## src/rtl/mux_n_pipe.sv

```systemverilog
// mux_n_pipe: NUM_IN-to-1 datapath mux followed by a registered valid/ready output
// stage with a 2-entry skid buffer. Full throughput, 1-cycle latency, strict FIFO order.
//
// Ports
//   clk_i      clock, rising edge
//   rst_i      synchronous reset, active-high (wins over flush and handshakes)
//   data_i     packed input channels, channel k = data_i[k*WIDTH +: WIDTH]
//   select_i   channel index, sampled together with valid_i
//   valid_i    upstream offers data_i/select_i
//   ready_o    block can accept this cycle (register-derived)
//   flush_i    synchronous discard of all held entries (wins over accept and pop)
//   data_o     head entry data
//   sel_err_o  head entry was captured with select_i >= NUM_IN
//   valid_o    data_o/sel_err_o valid
//   ready_i    downstream accepts the head entry
module mux_n_pipe #(
   parameter int unsigned WIDTH  = 32,
   parameter int unsigned NUM_IN = 4,
   localparam int unsigned SEL_W = (NUM_IN > 2) ? $clog2(NUM_IN) : 1
) (
   input  logic                    clk_i,
   input  logic                    rst_i,
   input  logic [NUM_IN*WIDTH-1:0] data_i,
   input  logic [SEL_W-1:0]        select_i,
   input  logic                    valid_i,
   output logic                    ready_o,
   input  logic                    flush_i,
   output logic [WIDTH-1:0]        data_o,
   output logic                    sel_err_o,
   output logic                    valid_o,
   input  logic                    ready_i
);

   typedef enum logic [1:0] {StEmpty, StOne, StTwo} state_e;

   state_e             state_q, state_d;
   logic [WIDTH-1:0]   main_data_q, main_data_d;
   logic               main_err_q, main_err_d;
   logic [WIDTH-1:0]   skid_data_q, skid_data_d;
   logic               skid_err_q, skid_err_d;

   logic [WIDTH-1:0]   mux_data;
   logic               mux_err;
   logic               accept;
   logic               pop;

   // Out-of-range selects yield zero data and a set error flag. When NUM_IN is a
   // power of two every select value matches a channel, so the flag never sets.
   always_comb begin
      mux_data = '0;
      mux_err  = 1'b1;
      for (int unsigned k = 0; k < NUM_IN; k++) begin
         if (select_i == SEL_W'(k)) begin
            mux_data = data_i[k*WIDTH +: WIDTH];
            mux_err  = 1'b0;
         end
      end
   end

   assign valid_o   = (state_q != StEmpty);
   assign ready_o   = (state_q != StTwo);
   assign data_o    = main_data_q;
   assign sel_err_o = main_err_q;

   assign accept = valid_i & ready_o & ~flush_i;
   assign pop    = valid_o & ready_i;

   always_comb begin
      state_d     = state_q;
      main_data_d = main_data_q;
      main_err_d  = main_err_q;
      skid_data_d = skid_data_q;
      skid_err_d  = skid_err_q;

      case (state_q)
         StEmpty: begin
            if (accept) begin
               main_data_d = mux_data;
               main_err_d  = mux_err;
               state_d     = StOne;
            end
         end
         StOne: begin
            if (accept && pop) begin
               main_data_d = mux_data;
               main_err_d  = mux_err;
            end else if (accept) begin
               // Head is stalled: park the new entry behind it.
               skid_data_d = mux_data;
               skid_err_d  = mux_err;
               state_d     = StTwo;
            end else if (pop) begin
               state_d = StEmpty;
            end
         end
         StTwo: begin
            if (pop) begin
               main_data_d = skid_data_q;
               main_err_d  = skid_err_q;
               state_d     = StOne;
            end
         end
         default: state_d = StEmpty;
      endcase

      // Data registers are left stale; only occupancy is discarded.
      if (flush_i) begin
         state_d = StEmpty;
      end
   end

   always_ff @(posedge clk_i) begin
      if (rst_i) begin
         state_q     <= StEmpty;
         main_data_q <= '0;
         main_err_q  <= 1'b0;
         skid_data_q <= '0;
         skid_err_q  <= 1'b0;
      end else begin
         state_q     <= state_d;
         main_data_q <= main_data_d;
         main_err_q  <= main_err_d;
         skid_data_q <= skid_data_d;
         skid_err_q  <= skid_err_d;
      end
   end

endmodule

```

## config.mk

```make
export PLATFORM = sky130hd
export DESIGN_NAME = mux_n_pipe
export DESIGN_NICKNAME = d
export VERILOG_FILES = /design/src/rtl/mux_n_pipe.sv
export SDC_FILE = /design/constraint.sdc
export NUM_CORES = 1
export LEC_CHECK = 0
export ABC_AREA = 0
export CAP_MARGIN = 30
export CORE_UTILIZATION = 46
export DETAILED_ROUTE_END_ITERATION = 6
export PLACE_DENSITY_LB_ADDON = 0.15
export SYNTH_ARGS = -nofsm -noshare
export SYNTH_HDL_FRONTEND = slang
export SYNTH_SLANG_ARGS = --single-unit
```

## constraint.sdc

```tcl
create_clock -name clk_i -period 1.9 [get_ports clk_i]
set_input_delay 0.19 -clock clk_i [delete_from_list [all_inputs] [get_ports clk_i]]
set_output_delay 0.19 -clock clk_i [all_outputs]
set_load 0.005 [all_outputs]
```

==> reports/results.ini <==
[clock_tree]
cts_buffers = 9
tritoncts = built
holdBufCountCts = 0
clock_latency_ps = 350
ctsLongestPathBuffers = 2
clkTransAtPathRegs_ps = 70
htreeDepth = 3
root_buffer = clkbuf_8
cts_sinks = 68

[power_and_ir_drop]
combPwrFrac = 0.278
power.density_nw_per_um2 = 566
p_seq_frac = 0.397
swShare = 0.263
p_sw_w = 0.00102
leakagePower_nw = 2.42
clkPwrFrac = 0.325
irDropWorstVdd_v = 0.000470
intPower_w = 0.00285

[timing]
hold_viol_final = 0
relSlewSlack = 0.705
fin_worst_skew_ps = 15.2
post-route-period-util = 0.970
period_needed_ps = 1840
tightest_slew_ps = 443
fmax_ghz = 0.542
setup_viol = 0
tns_ps = 0
rsz0062_at_grt = no
maxSlewViolCount = 0

[setup_path]
crit_type = reg2out
rr_startpoint = state_q[1]$_SDFFE_PP0P_
worstPathMaxFanout = 23
reg2reg_depth = 5
end_kind = output port
arrival_ps = 1650
start_kind = register
r2r-end = data_o[18]$_SDFFE_PP0P_
rrSetupSlack_ps = 260
crit_required_ps = 1710

[logic_synthesis]
synthCells = 470
synth_area_leader_cell = dfxtp_1
synth_edf_count = 0
synthFlopType = dfxtp_1
ys_ff_latch = 68
synth.cell_area_sq_um = 4630
seq_area_frac_synth = 0.294
synth_top_area_share = 0.294
yosysWarnings = 0
syn_nets = 605
avgSynthCellArea_sq_um = 9.86
synth.top_cells.by_count = dfxtp_1 (68), a21oi_1 (34), nand3_1 (33)
async_flop_share = 0
synth_area_leaders = dfxtp_1 (29%), mux4_2 (16%), mux2_2 (7.1%)
synth_cell_types = 40
yosysMostFrequentCell = dfxtp_1

[global_routing]
grt-ovfl-total = 0
grt_pass1_wl_um = 22700
grtUsageTotal = 0.276
antenna_found_initial = 0
grt_max_degree = 45
grt_pass1_vias = 4677

[placed_design]
dp.cells = 753
dpl_cell_area_sq_um = 6600
port_buffers = 169
dp_hpwl_um = 10500
gp_congestion = 0.788

[final_layout]
syn2layout_area_growth_pct = 47.3
drive_gt1_frac = 0.203
final_cells = 769
diodes = 0
fillers = 773
fin_nets = 766
final_cell_area_sq_um = 6820

[run_status]
status = finished, final reports clean

[worst_hold_path]
hp-start = rst_i
min_to = skid_data_q[22]$_SDFFE_PP0P_
hp-class = in2reg
worstHoldPathCells = 2

[floorplanning]
dieArea_sq_um = 10500
rows = 36
initial_core_util = 0.474
die_h_um = 102
ioPinCount = 170
die_x_um = 102
core_area_sq_um = 9770

[drt]
wire_per_inst_um = 18.3
vias_per_cell = 6.14
drc = 0
ant_nets = 0
initialDrtViolationCount = 296
vias = 4719
drt_wl_total_um = 14100
first_pass_iters = 7

[flow_run]
drv_cap = 0

-- metal layers --
layer  up-vias  global-route usage  share of wire  routed length (um)
li1       2198                   -              -                   -
met1      2331               0.342           0.42                5930
met2       173               0.492           0.51                7200
met3        17              0.0404          0.055                 768
met4         0              0.0868          0.013                 182
met5         -                   0              0                   0
-- worst max-delay path: stages, from the launching register on --
cell             delay, ps
dfxtp_2                360
buf_4                  210
or2_2                  300
clkdlybuf4s50_1        450
-- worst max path at each step --
stage / start / to / slack, ps / cells past startpoint
2_1_floorplan: state_q[0]$_SDFFE_PP0P_ / data_o[0]$_SDFFE_PP0P_ / 330 / 5
3_3_place_gp: ready_i / data_o[8]$_SDFFE_PP0P_ / 30 / 5
3_5_place_dp: ready_i / data_o[14]$_SDFFE_PP0P_ / 9 / 5
4_1_cts: state_q[0]$_SDFFE_PP0P_ / valid_o / 10 / 3
5_1_grt: state_q[1]$_SDFFE_PP0P_ / valid_o / 2 / 3
6_report: state_q[1]$_SDFFE_PP0P_ / valid_o / 60 / 3
-- registers in the layout, indices dropped and copies added, names as in the netlist --
register     flops
skid_err_q       1
skid_data_q     32
data_o          32
state_q          2
sel_err_o        1
-- cell usage in the layout, fill, tap and decap left out, types with 2 or more instances in the layout --
cell / synthesis / layout
a21oi_1: 34 / 34
a31oi_1: 32 / 32
a32o_1: 29 / 29
buf_12: 0 / 7
buf_4: 7 / 32
buf_6: 2 / 2
clkbuf_8: 0 / 11
clkdlybuf4s50_1: 0 / 165
clkinv_2: 0 / 2
clkinvlp_4: 0 / 2
dfxtp_1: 68 / 66
mux2_2: 29 / 29
mux2i_1: 30 / 30
mux4_2: 32 / 32
nand2_1: 7 / 7
nand3_1: 33 / 33
nor2_1: 2 / 2
nor3b_1: 30 / 29
o21ai_0: 32 / 32
o41ai_1: 3 / 3
or3_1: 29 / 29
-- through the flow --
step,hold WS (ps),power [W],utilization,worst slack (ps)
6_report,293,0.00386,0.698,56.7
5_1_grt,295,0.00403,0.698,2.08
4_1_cts,273,0.00387,0.698,12.3
3_5_place_dp,454,0.00263,0.675,9.05
3_3_place_gp,447,0.00261,0.675,28.4
2_1_floorplan,355,0.00206,-,326
-- power groups by stage --
stage	logic, W	clock network [W]	registers [W]
final	0.00107	0.00126	0.00153
after floorplan	0.000496	0	0.00156
after global routing	0.00115	0.00134	0.00154
after detailed placement	0.00107	0	0.00156
after global placement	0.00105	0	0.00156
after CTS	0.00108	0.00126	0.00153
-- area by class of cell --
class,instances,area (sq um),area share
Clock buffer,11,151,0.0222
Clock inverter,5,58.8,0.00862
Inverter,2,8.76,0.00128
Multi-Input combinational cell,342,3000,0.440
Sequential cell,68,1370,0.200
Tap cell,133,166,0.0244
Timing Repair Buffer,208,2070,0.303
-- cell families after synthesis --
kind of cell / count (synthesis) / synth area share
buf+inv: 60 / 0.0629
flops: 68 / 0.294
simple gates: 116 / 0.160
mux: 91 / 0.291
compound gates: 135 / 0.193
-- timing repair --
item,4_1_cts,5_1_grt
endpoints found under the setup margin,2,1
resized for setup,6,1
setup buffers,0,0
Power figures use the tool's default switching activity.
